### src/rtl/hc161_seq_ctrl.sv
// Sequencer for a single 74HC161-style 4-bit counter stage.
// Loads a preset, then runs the counter for a programmed number of
// terminal-count periods, using either auto-reload or free wrap.
// It supports pause (HOLD) and abort, and reports a tick per period
// and a completion pulse.
//
// state | meaning
// ------+-------------------------------------------------------------
// IDLE  | counter parked, waiting for START
// LOAD  | one cycle, parallel-loads the preset into the counter
// RUN   | counting, detects terminal count, reloads or wraps
// FIN   | one cycle, DONE and final TICK visible, counter stopped
// CLR   | one cycle, clears the counter after an abort
module hc161_seq_ctrl #(
  parameter int W_REP = 8
) (
  input  logic             CP,
  input  logic             MR,
  input  logic             START,
  input  logic             ABORT,
  input  logic             HOLD,
  input  logic             MODE,
  input  logic [3:0]       LOAD_VAL,
  input  logic [W_REP-1:0] REPEAT,
  input  logic [3:0]       Q_IN,
  output logic             CNT_MR_N,
  output logic             CNT_PE_N,
  output logic             CNT_CEP,
  output logic             CNT_CET,
  output logic [3:0]       CNT_D,
  output logic             BUSY,
  output logic             TICK,
  output logic             DONE,
  output logic [W_REP-1:0] PERIOD
);

  typedef enum logic [2:0] {
    S_IDLE = 3'd0,
    S_LOAD = 3'd1,
    S_RUN  = 3'd2,
    S_FIN  = 3'd3,
    S_CLR  = 3'd4
  } state_t;

  state_t state;
  state_t state_nxt;

  // Configuration captured at START so that input changes mid-run are harmless.
  logic [3:0]       cfg_load;
  logic [W_REP-1:0] cfg_rep;
  logic             cfg_mode;

  logic             term;
  logic             last_period;
  logic             term_ok;
  logic [W_REP-1:0] period_inc;

  // Terminal event: the counter rolls on this edge. HOLD masks it even at Q=F.
  assign term        = (state == S_RUN) && !HOLD && (Q_IN == 4'hF);
  // An abort in the same cycle cancels the terminal event and its side effects.
  assign term_ok     = term && !ABORT;
  assign period_inc  = PERIOD + W_REP'(1);
  // REPEAT of zero means run forever, so it never matches.
  assign last_period = (cfg_rep != '0) && (period_inc == cfg_rep);

  assign CNT_D = cfg_load;
  assign BUSY  = (state == S_LOAD) || (state == S_RUN) || (state == S_CLR);

  // State register; MR returns to IDLE from anywhere.
  always_ff @(posedge CP) begin
    if (MR) begin
      state <= S_IDLE;
    end else begin
      state <= state_nxt;
    end
  end

  // Next-state logic; abort outranks terminal handling in LOAD and RUN.
  always_comb begin
    state_nxt = state;
    unique case (state)
      S_IDLE: begin
        if (START) begin
          state_nxt = S_LOAD;
        end
      end
      S_LOAD: begin
        if (ABORT) begin
          state_nxt = S_CLR;
        end else begin
          state_nxt = S_RUN;
        end
      end
      S_RUN: begin
        if (ABORT) begin
          state_nxt = S_CLR;
        end else if (term && last_period) begin
          state_nxt = S_FIN;
        end
      end
      S_FIN:   state_nxt = S_IDLE;
      S_CLR:   state_nxt = S_IDLE;
      default: state_nxt = S_IDLE;
    endcase
  end

  // Counter control strobes; MR forces a clear regardless of state.
  always_comb begin
    CNT_MR_N = 1'b1;
    CNT_PE_N = 1'b1;
    CNT_CEP  = 1'b0;
    CNT_CET  = 1'b0;
    if (MR) begin
      CNT_MR_N = 1'b0;
    end else begin
      unique case (state)
        S_LOAD: begin
          CNT_PE_N = 1'b0;
        end
        S_RUN: begin
          CNT_CEP = !HOLD;
          CNT_CET = !HOLD;
          // Load wins over count in the counter, so this gives a zero-gap reload.
          if (term_ok && !last_period && cfg_mode) begin
            CNT_PE_N = 1'b0;
          end
        end
        S_CLR: begin
          CNT_MR_N = 1'b0;
        end
        default: begin
          CNT_MR_N = 1'b1;
        end
      endcase
    end
  end

  // Latch the configuration when a START is accepted in IDLE.
  always_ff @(posedge CP) begin
    if (MR) begin
      cfg_load <= 4'd0;
      cfg_rep  <= '0;
      cfg_mode <= 1'b0;
    end else if ((state == S_IDLE) && START) begin
      cfg_load <= LOAD_VAL;
      cfg_rep  <= REPEAT;
      cfg_mode <= MODE;
    end
  end

  // Period counter; it keeps its value after FIN or CLR until the next START.
  always_ff @(posedge CP) begin
    if (MR) begin
      PERIOD <= '0;
    end else if ((state == S_IDLE) && START) begin
      PERIOD <= '0;
    end else if (term_ok) begin
      PERIOD <= period_inc;
    end
  end

  // Registered pulses; the final tick lands in FIN together with DONE.
  always_ff @(posedge CP) begin
    if (MR) begin
      TICK <= 1'b0;
      DONE <= 1'b0;
    end else begin
      TICK <= term_ok;
      DONE <= term_ok && last_period;
    end
  end

endmodule

### config.mk
export PLATFORM = sky130hd
export DESIGN_NAME = hc161_seq_ctrl
export DESIGN_NICKNAME = d
export VERILOG_FILES = /design/src/rtl/hc161_seq_ctrl.sv
export SDC_FILE = /design/constraint.sdc
export NUM_CORES = 1
export LEC_CHECK = 0
export ABC_AREA = 1
export ABC_CLOCK_PERIOD_IN_PS = 1400
export CAP_MARGIN = 20
export CORE_ASPECT_RATIO = 1.1
export CORE_UTILIZATION = 30
export CTS_CLUSTER_DIAMETER = 150
export DETAILED_ROUTE_END_ITERATION = 16
export DONT_BUFFER_PORTS = 1
export PLACE_DENSITY = 0.57
export SLEW_MARGIN = 10
export SYNTH_ARGS = -nofsm -noshare
export SYNTH_HDL_FRONTEND = slang
export SYNTH_SLANG_ARGS = --single-unit
### constraint.sdc
create_clock -name CP -period 1.4 [get_ports CP]
set_input_delay 0 -clock CP [delete_from_list [all_inputs] [get_ports CP]]
set_output_delay 0 -clock CP [all_outputs]
set_load 0.02 [all_outputs]
==> results of run 1 <==
==> worst register-to-register path: cells and delay by family, from the launching register on <==
family / cells / cell delay [ns]
AND/OR/NAND/NOR: 12 / 0.87
flip-flops: 1 / 0.38
adder cells (fa/ha/maj): 1 / 0.17
buffers and inverters: 1 / 0.11
==> registers in the layout, summed over array words and instances, names as in the netlist <==
register and count:
state 3, cfg_rep 8, DONE 1, TICK 1
cfg_mode 1, CNT_D 4, PERIOD 8
==> metal layers <==
layer	global-route usage [%]	up-vias	part of all wire, %
met3	2.20	6	4.3
li1	-	737	-
met2	26.0	30	49
met1	18.3	626	45
met4	6.04	0	1.8
met5	0	-	0
==> synthesized netlist by cell type <==
master     n
a21oi_1   18
a31oi_1    2
buf_2      2
buf_4      2
clkbuf_1   2
dfxtp_1   26
ha_1       1
inv_1     21
inv_2      2
nand2_1   42
nand2_2    4
nand3_1   25
nand3_2    1
nand3b_1   1
nand4_1    2
nor2_1    15
nor2_2     4
nor2_4     2
nor3_1     4
nor3_2     1
o21ai_0   16
xnor2_1    2
xor2_1     2
==> through the flow <==
| stage | util, % | TNS (ns) | setup slack [ns] | total power, mW | instance area, um^2 |
|---|---|---|---|---|---|
| detailed placement | 37.2 | -0.269 | -0.100 | 1.13 | 1590 |
| finish | 44.6 | -0.633 | -0.364 | 1.63 | 1910 |
| global placement | 37.2 | -0.243 | -0.0959 | 1.13 | 1590 |
| global route | 44.6 | -1.00 | -0.492 | 1.71 | 1910 |
| floorplan | - | 0 | 0.00925 | 1.06 | 1370 |
| CTS | 43.4 | -0.623 | -0.367 | 1.63 | 1860 |
==> cell type report <==
cell class              instances  area [um^2]  area share (%)
multi-input cells             142          776            40.6
flip-flops and latches         26          534            27.9
repair buffers                 48          400            20.9
clock buffers                   4         45.0            2.36
well taps                      54         67.6            3.53
inverters                      23         88.8            4.65
==> power groups by stage <==
stage / combinational [mW] / sequential, mW / clock, mW
finish: 0.352 / 0.827 / 0.447
global route: 0.390 / 0.832 / 0.486
global placement: 0.288 / 0.842 / 0
CTS: 0.341 / 0.825 / 0.462
floorplan: 0.219 / 0.837 / 0
detailed placement: 0.290 / 0.842 / 0
==> how the worst min path moves through the flow <==
stage | cells after the start | slack [ns] | startpoint | endpoint
3_3_place_gp | 1 | 0.07 | MR | cfg_rep[0]
4_1_cts | 5 | 0.008 | HOLD | state[0]
2_1_floorplan | 1 | 0.08 | MR | state[1]
3_5_place_dp | 1 | 0.07 | MR | cfg_mode
6_report | 5 | 0.01 | HOLD | state[0]
5_1_grt | 5 | 0.03 | HOLD | state[0]
==> cells by family (layout without fill, tap and decap cells) <==
kind of cell / after synthesis / after routing / synth area share [%]
AOI/OAI and AO/OA: 36 / 36 / 13.6
xor gates and xnor gates: 4 / 4 / 2.61
adders and majority gates: 1 / 1 / 0.933
buffers and inverters: 29 / 75 / 8.86
DFF: 26 / 26 / 38.8
and+or+nand+nor: 101 / 101 / 35.2
==> timing repair <==
item                                    CTS  global route
endpoints found under the setup margin    3            17
buffers inserted                          4             3
pin swaps                                 9             8
resized for setup                         8            12
hold buffers                             16             0
endpoints found under the hold margin    19             0
==> metrics.md, run 1 <==
| Metric | Value |
|---|---|
| Drt initial violations | `28` |
| Largest net degree at the start of global routing | `15` |
| Psw | `0.486 mW` |
| # port buffers | `0` |
| Dpl hpwl | `around 2400 um` |
| Area leader, netlist | `dfxtp_1` |
| Slew @ Worst Pin | `0.488 ns` |
| Int Power | `between 1 and 1.5 mW` |
| Worst Skew | `between 0.008 and 0.009 ns` |
| Power Dens Cells | `850 nW/um^2` |
| Filler cells | `443` |
| Clk root buf | `clkbuf_8` |
| Total GRT Usage | `15.0%` |
| TritonCTS clock tree | `done` |
| Cts bufs inserted | `3` |
| Rel. slew slack | `67.4%` |
| Most frequent cells in the layout | `nand2_1 (34), buf_4 (32), nand3_1 (23)` |
| Critical Path End | `CNT_PE_N` |
| Worst-path clk slew | `around 0.1 ns` |
| Fin. Hold Viols | `0` |
| DR vias | `1399` |
| Setup ws final | `-0.364 ns` |
| Synthesized area | `1340 um^2` |
| Crit Path Max Fanout | `4` |
| R2r worst-path depth | `14` |
| RSZ-0062 raised after global routing | `true` |
| Pre-antenna DRT Iters | `4` |
| Max Cap Viol | `0` |
| Status | `finished, violations left` |
| Critical path endpoint category | `output port` |
| Synth warnings | `0` |
| Syn_area_per_cell | `6.81 um^2` |
| Dominant cells by area after synthesis | `dfxtp_1 (39%), nand2_1 (12%), nand3_1 (9.3%)` |
| Worst setup path class | `reg -> out` |
| Final GP Congestion | `0.740` |
| Final worst-path cycle share | `126%` |
| Max IR drop VDD | `595 uV` |
| Switching Share | `29.9%` |
| Final nets | `~270` |
| Area Overhead vs Synth | `42.5%` |
| CP arrival | `1.76 ns` |
| Row Count | `25` |
| Sequential area share after synthesis | `38.8%` |
| I/O pins | `41` |
| Largest delay share family, worst path | `simple AND/OR/NAND/NOR gates` |
| Placed Cells | `270` |
| Die W | `65.8 um` |
| First-pass GRT wire length | `5590 um` |
| Reg power frac | `50.9%` |
| R2R Path Start | `PERIOD[0]` |
| Lkg Pwr | `between 0.8 and 0.9 nW` |
| Initial Utilization | `31.3%` |
| Htree depth | `1` |
| WL final | `3430 um` |
| Fin crit period | `about 1.8 ns` |
| # DRC | `0` |
| Max clock buf depth | `2` |
| Syn_nets | `220` |
| # diodes | `0` |
| GR Overflow Total | `0` |
| DIE AREA | `4740 um^2` |
| Leading cell type in the layout, fill and taps excluded | `nand2_1` |
| Clk Latency, worst-skew pair | `0.27 ns` |
| Clock share of power | `27.5%` |
| Type of the worst min-delay path | `in -> reg` |
| Crit. Startpoint | `PERIOD[0]` |
| Worst hold slack | `~0.013 ns` |
| Worst endpoint required time | `1.40 ns` |
| Comb pwr share | `21.7%` |
| Final setup fails | `3` |
| Synth top area share | `38.8%` |
| Routed Antenna Nets | `0` |
| Vias/cell | `4.71` |
| Buf/Inv on CP | `0` |
| Antenna violations before repair | `0` |
| Final Max Slew Viols | `0` |
| Die Y | `72.1 um` |
| Fmax | `567 MHz` |
| Worst r2r dst | `state[0]` |
| Cell at the slowest stage of the critical path | `dfxtp_4` |
| Peak per-stage delay on the critical path | `0.38 ns` |
| Worst reg2reg setup slack | `-0.19 ns` |
| Vias in the first global route | `1284` |
| Critical Path, Cell by Cell | `ha_4 > nand2_4 > nor2_4 > nand2_2 > nand2_1 > nand3_1 > nand2_1 > nand2_1 > nor2_2 > nand2_1 > nand3_1 > nand2_1 > nand2_2` |
| Routed len/inst | `about 12 um` |
| CTS sink count | `26` |
| Synth Register Bits | `26` |
| Post-Synthesis Cells | `a little under 200` |
| Worst path depth | `13` |
| Share of layout cells above drive strength 1 | `28.8%` |
| Core box area | `roughly 4300 um^2` |
| Cell mode on critical path | `nand2_1` |
| Non-Filler Instances | `297` |
| Post-synthesis cell type count | `23` |
| Startpoint Class | `flip-flop` |
| Failing checks | `negative setup slack` |
(Power assumes the default switching activity.)
==> inputs of run 2 (changes only) <==
- CORE_UTILIZATION: 30 -> 55
- PLACE_DENSITY: 0.57 -> 0.85
==> metrics.md, run 2 (synthesized netlist as in run 1, its figures left out) <==
| Metric | Value |
|---|---|
| Status | `finished, violations left (unchanged)` |
| Failing checks | `negative setup slack (unchanged)` |
| Worst-path clk slew | `0.15 ns (was 0.10 ns)` |
| Pre-antenna DRT Iters | `5 (was 4)` |
| TritonCTS clock tree | `done (unchanged)` |
| Worst endpoint required time | `1.40 ns (about the same)` |
| Lkg Pwr | `0.853 nW (was 0.830 nW)` |
| Fmax | `525 MHz (was 567 MHz)` |
| Total GRT Usage | `30.4% (was 15.0%)` |
| # DRC | `0 (unchanged)` |
| Final Max Slew Viols | `0 (unchanged)` |
| DP Area | `1540 um^2 (was 1590 um^2)` |
| Final GP Congestion | `0.873 (was 0.740)` |
| Design area | `1950 um^2 (was 1910 um^2)` |
| Core box area | `2270 um^2 (was 4290 um^2)` |
| # diodes | `0 (unchanged)` |
| Rel. slew slack | `66.5% (was 67.4%)` |
| R2R Path Start | `PERIOD[0] (unchanged)` |
| CP arrival | `1.90 ns (was 1.76 ns)` |
| Htree depth | `1 (unchanged)` |
| Drt initial violations | `170 (was 28)` |
| Vias/cell | `6.25 (was 4.71)` |
| Type of the worst min-delay path | `in -> reg (unchanged)` |
| Startpoint Class | `flip-flop (unchanged)` |
| Final setup fails | `6 (was 3)` |
| Worst Min Path Start | `START (was HOLD)` |
| Filler cells | `109 (was 443)` |
| I/O pins | `41 (unchanged)` |
| Clk root buf | `clkbuf_4 (was clkbuf_8)` |
| Fin crit period | `1.90 ns (was 1.76 ns)` |
| Leading cell type in the layout, fill and taps excluded | `nand2_1 (unchanged)` |
| Final nets | `268 (was 267)` |
| Slew @ Worst Pin | `0.502 ns (was 0.488 ns)` |
| Most frequent cells in the layout | `nand2_1 (33), buf_4 (25), nand3_1 (22) (was nand2_1 (34), buf_4 (32), nand3_1 (23))` |
| Dpl hpwl | `2500 um (was 2440 um)` |
| RSZ-0062 raised after global routing | `true (unchanged)` |
| WL final | `5110 um (was 3430 um)` |
| Crit Path Max Fanout | `4 (unchanged)` |
| Fin. Hold Viols | `0 (unchanged)` |
| Cts bufs inserted | `3 (unchanged)` |
| Die Y | `53.8 um (was 72.1 um)` |
| First-pass GRT wire length | `6070 um (was 5590 um)` |
| Share of layout cells above drive strength 1 | `33.6% (was 28.8%)` |
| Max clock buf depth | `2 (unchanged)` |
| Largest net degree at the start of global routing | `15 (unchanged)` |
| CTS sink count | `26 (unchanged)` |
| Met3 Track Usage GR | `5.37% (was 2.20%)` |
| GR Overflow Total | `0 (unchanged)` |
| Power Dens Cells | `849 nW/um^2 (was 850 nW/um^2)` |
| Worst setup path class | `reg -> out (unchanged)` |
| Row Count | `18 (was 25)` |
| Max Cap Viol | `0 (unchanged)` |
| M2 GR Usage | `59.4% (was 26.0%)` |
| Area Overhead vs Synth | `45.7% (was 42.5%)` |
| Vias in the first global route | `1447 (was 1284)` |
| Die W | `49.1 um (was 65.8 um)` |
| Clk Latency, worst-skew pair | `0.33 ns (was 0.27 ns)` |
| Routed Antenna Nets | `0 (unchanged)` |
| Crit. Startpoint | `PERIOD[0] (unchanged)` |
| Worst Skew | `0.00597 ns (was 0.00843 ns)` |
| Critical path endpoint category | `output port (unchanged)` |
| Post-layout util | `85.9% (was 44.6%)` |
| Initial Utilization | `59.0% (was 31.3%)` |
| DIE AREA | `2640 um^2 (was 4740 um^2)` |
| Max IR drop VDD | `817 uV (was 595 uV)` |
| Setup ws final | `-0.505 ns (was -0.364 ns)` |
| DR vias | `1712 (was 1399)` |
| Final worst-path cycle share | `136% (was 126%)` |
| # port buffers | `0 (unchanged)` |
| Met1 Use GR | `32.0% (was 18.3%)` |
| Antenna violations before repair | `0 (unchanged)` |
| Routed len/inst | `18.6 um (was 11.5 um)` |
| GR peak layer | `met2 (unchanged)` |
## run 2: repair_timing
action / in CTS / in global routing
pin swaps: 12 / 13
endpoints found under the setup margin: 5 / 25
hold buffers: 17 / 0
setup buffers: 7 / 4
resized for setup: 11 / 35
gates cloned: 0 / 1
endpoints found under the hold margin: 18 / 0
## run 2: metrics by stage
stage	setup slack, ns	TNS [ns]	hold WS (ns)	std cells	power [mW]
final	-0.505	-1.13	0.00154	274	1.66
after global routing	-0.636	-1.93	0.0252	274	1.71
after CTS	-0.413	-0.698	0.0310	269	1.52
after detailed placement	-0.111	-0.274	0.0735	243	1.15
after global placement	-0.0362	-0.0683	0.0719	243	1.14
after floorplan	0.00925	0	0.0768	197	1.06
## run 2: path summary, 6_finish.rpt
check	to	slack, ns	depth (start not counted)
min reg2reg	cfg_mode	0.52	2
min	cfg_rep[2]	0.002	3
max	CNT_PE_N	-0.50	11
max reg2reg	DONE	-0.30	10
## run 2: area by class of cell
class	instances	area, um^2	area share, %
multi-input cells	142	825	42.2
flip-flops and latches	26	538	27.5
clock inverters	1	3.75	0.192
repair buffers	49	439	22.5
well taps	30	37.5	1.92
clock buffers	3	22.5	1.15
inverters	23	88.8	4.55
## run 2: routing by layer
layer / up-vias / share of wire [%]
met5: - / 0
met4: 0 / 3.7
met3: 27 / 11
met1: 782 / 36
met2: 165 / 50
li1: 738 / -
## run 2: where the power goes
group          switching [mW]  internal (mW)
registers              0.0581          0.784
clock network           0.237          0.105
logic                   0.277          0.198
## run 2: worst max-delay path, stage by stage, from the launching register on
cell	delay [ns]
dfxtp_4	0.39
ha_4	0.18
nor2_2	0.13
nor2_1	0.09
nand2_1	0.07
nand2_1	0.06
nand3b_1	0.18
nor2_2	0.17
nand2_2	0.08
nand3_2	0.06
nand2_1	0.06
nand2_2	0.11
==> inputs of run 3 (changes only) <==
- SETUP_SLACK_MARGIN: not set -> 0.15
==> metrics.md, run 3 <==
| Metric | Value |
|---|---|
| Post-GRT worst EP | `CNT_PE_N` |
| Worst endpoint type | `primary output` |
| Die Y | `53.8 um (unchanged)` |
| Last stage | `5_1_grt` |
| Post-Synthesis Cells | `197 (unchanged)` |
| Status | `aborted with a tool error (was finished, violations left)` |
| Top-count cell post-synth | `nand2_1 (unchanged)` |
| Largest net degree at the start of global routing | `15` |
| Most frequent cells after synthesis | `nand2_1 (42), dfxtp_1 (26), nand3_1 (25), inv_1 (21), a21oi_1 (18) (unchanged)` |
| Sequential area share after synthesis | `38.8% (unchanged)` |
| Cts bufs inserted | `3 (unchanged)` |
| Row Count | `18 (unchanged)` |
| Area leader, netlist | `dfxtp_1 (unchanged)` |
| Synth warnings | `0 (unchanged)` |
| Placed Cells | `240 (was 243)` |
| Dominant cells by area after synthesis | `dfxtp_1 (39%), nand2_1 (12%), nand3_1 (9.3%) (unchanged)` |
| Dpl hpwl | `2320 um (was 2500 um)` |
| Max clock buf depth | `2 (unchanged)` |
| Synth top area share | `38.8% (unchanged)` |
| Syn_nets | `220 (unchanged)` |
| Synthesized area | `1340 um^2 (unchanged)` |
| Syn_area_per_cell | `6.81 um^2 (unchanged)` |
| Post-synthesis cell type count | `23 (unchanged)` |
| Clk root buf | `clkbuf_4 (unchanged)` |
| Htree depth | `1 (unchanged)` |
| Initial Utilization | `59.0% (unchanged)` |
| Most used flip-flop cell after synthesis | `dfxtp_1 (unchanged)` |
| I/O pins | `41 (unchanged)` |
| # port buffers | `0 (unchanged)` |
| EDFF count, synth | `0 (unchanged)` |
| Final GP Congestion | `0.948 (was 0.873)` |
| FFs w/ async S/R, synth | `0% (unchanged)` |
| Die W | `49.1 um (unchanged)` |
| Stop Error | `[ERROR DPL-0038] Utilization greater than 100%, impossible to legalize` |
| CTS sink count | `26 (unchanged)` |
| Synth Register Bits | `26 (unchanged)` |
[run 3: logic make-up after synthesis]
kind of cell,synth area share [%]
simple gates,35.2
buf+inv,8.86
fa+ha+maj,0.933
flops,38.8
xor+xnor,2.61
compound gates,13.6
[run 3: through the flow]
stage                     TNS [ns]  cell area, um^2  utilization (%)  worst slack (ns)
after CTS                    -1.14             2050             90.2            -0.411
after global placement      -0.103             1520             66.7           -0.0621
after floorplan                  0             1380                -           0.00925
after detailed placement    -0.270             1520             66.7            -0.106
[run 3: repair_timing]
action                     CTS
hold buffers                17
cloned                       1
pin swaps                   15
resized for setup           54
setup endpoints to repair   17
buffers inserted            23
hold endpoints to repair    19
==> inputs of run 4 (changes only) <==
- ABC_CLOCK_PERIOD_IN_PS: 1400 -> 1800
- CORE_AREA: not set -> 2 2 63 65
- CORE_ASPECT_RATIO: 1.1 -> not set
- CORE_UTILIZATION: 55 -> not set
- CTS_CLUSTER_DIAMETER: 150 -> not set
- DIE_AREA: not set -> 0 0 65 67
- PLACE_DENSITY: 0.85 -> not set
- PLACE_DENSITY_LB_ADDON: not set -> 0.15
- SETUP_SLACK_MARGIN: 0.15 -> not set
- clock period: 1.4 -> 1.8 ns (I/O delays scaled with it)
==> metrics.md, run 4 (synthesized netlist as in run 1, its figures left out) <==
| Metric | Value |
|---|---|
| Worst-path clk slew | `0.09 ns` |
| CTS sink count | `26 (unchanged)` |
| Seq. cell area | `534 um^2` |
| Die W | `65 um (was 49.1 um)` |
| Setup TNS Final | `0 ns` |
| Worst Min Path Start | `HOLD` |
| Worst endpoint required time | `between 1.5 and 2 ns` |
| Fin crit period | `roughly 1.8 ns` |
| Int Power | `0.860 mW` |
| Power Dens Cells | `approximately 700 nW/um^2` |
| Final worst-path cycle share | `99.5%` |
| Row Count | `22 (was 18)` |
| Crit Path Max Fanout | `3` |
| Vias/cell | `5.04` |
| Drt initial violations | `35` |
| Post-layout util | `48.4%` |
| Status | `finished clean (was aborted with a tool error)` |
| Initial Utilization | `37.2% (was 59.0%)` |
| Fin. Hold Viols | `0` |
| R2R Path Start | `state[1]` |
| WL final | `3540 um` |
| Final setup fails | `0` |
| Max Cap Viol | `0` |
| Design Power | `between 1 and 1.5 mW` |
| Core box area | `3610 um^2` |
| Clk Latency, worst-skew pair | `around 0.27 ns` |
| Final GP Congestion | `0.878 (was 0.948)` |
| Worst setup path class | `reg -> out` |
| Clk root buf | `clkbuf_8 (was clkbuf_4)` |
| Worst Skew | `approximately 0.0030 ns` |
| Final nets | `250` |
| Comb pwr share | `20.7%` |
| Routed len/inst | `between 10 and 15 um` |
| Multi-input logic area | `about 750 um^2` |
| Leading cell type in the layout, fill and taps excluded | `nand2_1` |
| Dpl ws | `0.150 ns (was -0.106 ns)` |
| Worst hold slack | `0.0209 ns` |
| Total GRT Usage | `16.6%` |
| Most frequent cells in the layout | `nand2_1 (35), nand3_1 (24), dfxtp_1 (21), inv_1 (21), a21oi_1 (18)` |
| # DRC | `0` |
| Largest delay share family, worst path | `simple AND/OR/NAND/NOR gates` |
| Pre-antenna DRT Iters | `4` |
| Filler cells | `361` |
| Cts bufs inserted | `3 (unchanged)` |
| Buf/Inv on CP | `0` |
| RSZ-0062 raised after global routing | `true` |
| # diodes | `0` |
| Largest net degree at the start of global routing | `14` |
| Critical path endpoint category | `output port` |
| Fmax | `around 560 MHz` |
| Cell at the slowest stage of the critical path | `dfxtp_4` |
| Area Overhead vs Synth | `30.2%` |
| Dpl hpwl | `2520 um (was 2320 um)` |
| Switching Share | `around 30%` |
| Critical Path, Cell by Cell | `ha_4 > nand3_1 > xor2_1 > nand2_1 > nand3_1 > nor2_2 > nand2_1 > nand3_1 > nand2_1 > nand2_2` |
| Lkg Pwr | `0.732 nW` |
| Clock share of power | `26.7%` |
| Die Y | `67 um (was 53.8 um)` |
| Rel. slew slack | `between 60 and 70%` |
| Max clock buf depth | `2 (unchanged)` |
| Crit. Startpoint | `PERIOD[1]` |
| Max IR drop VDD | `318 uV` |
| Setup ws final | `roughly 0.0091 ns` |
| Share of layout cells above drive strength 1 | `20.9%` |
| Reg power frac | `52.6%` |
| Routed Antenna Nets | `0` |
| Psw | `0.361 mW` |
| Peak per-stage delay on the critical path | `0.39 ns` |
| Slew @ Worst Pin | `0.464 ns` |
| Final Max Slew Viols | `0` |
| TritonCTS clock tree | `done` |
| DR vias | `1375` |
| GR Overflow Total | `0` |
| CP arrival | `1.79 ns` |
| # port buffers | `0 (unchanged)` |
| Antenna violations before repair | `0` |
| I/O pins | `41 (unchanged)` |
| Vias in the first global route | `around 1.3k` |
| Startpoint Class | `flip-flop` |
| Htree depth | `1 (unchanged)` |
| DIE AREA | `around 4400 um^2` |
| First-pass GRT wire length | `roughly 5600 um` |
| Type of the worst min-delay path | `in -> reg` |
run 4: path summary, 6_finish.rpt:
check                           endpoint  slack [ns]  cells past startpoint
worst min register to register  cfg_mode        0.47                      2
worst max register to register  cfg_mode        0.16                      6
worst max-delay path            CNT_PE_N       0.009                     10
worst min-delay path            state[0]        0.02                      5
run 4: metal layers:
metal	vias up	global-route usage (%)	routed length, um
met5	-	0	0
met2	31	32.5	1820
met1	635	18.5	1540
met3	6	2.70	128
li1	703	-	-
met4	0	4.26	47
run 4: layout make-up:
class | instances | share of cell area (%)
Timing Repair Buffer | 31 | 15.6
Multi-Input combinational cell | 142 | 42.9
Tap cell | 48 | 3.44
Clock buffer | 3 | 2.36
Sequential cell | 26 | 30.6
Inverter | 23 | 5.09
run 4: power by group through the flow:
| stage | clock network (mW) | registers (mW) | logic (mW) |
|---|---|---|---|
| floorplan | 0 | 0.654 | 0.169 |
| detailed placement | 0 | 0.660 | 0.211 |
| global placement | 0 | 0.660 | 0.209 |
| global route | 0.362 | 0.647 | 0.283 |
| finish | 0.326 | 0.642 | 0.253 |
| CTS | 0.336 | 0.646 | 0.250 |
run 4: timing repair:
action | 4_1_cts | 5_1_grt
endpoints found under the setup margin | 1 | 2
buffers inserted | 1 | 1
hold buffers | 16 | 0
pin swaps | 3 | 8
gates resized for setup | 10 | 13
endpoints found under the hold margin | 18 | 0
gates cloned | 0 | 0
run 4: worst reg2reg max path: stages, from the launching register on:
cell,delay (ns)
dfxtp_1,0.35
nor2_1,0.13
inv_1,0.11
nor2_4,0.20
nand3_1,0.10
dlygate4sd3_1,0.56
a21oi_1,0.13
run 4: per-stage QoR:
stage | instance area [um^2] | cells
after floorplan | 1340 | 197
after global placement | 1470 | 252
after detailed placement | 1470 | 252
after CTS | 1700 | 272
after global routing | 1750 | 273
final | 1750 | 273
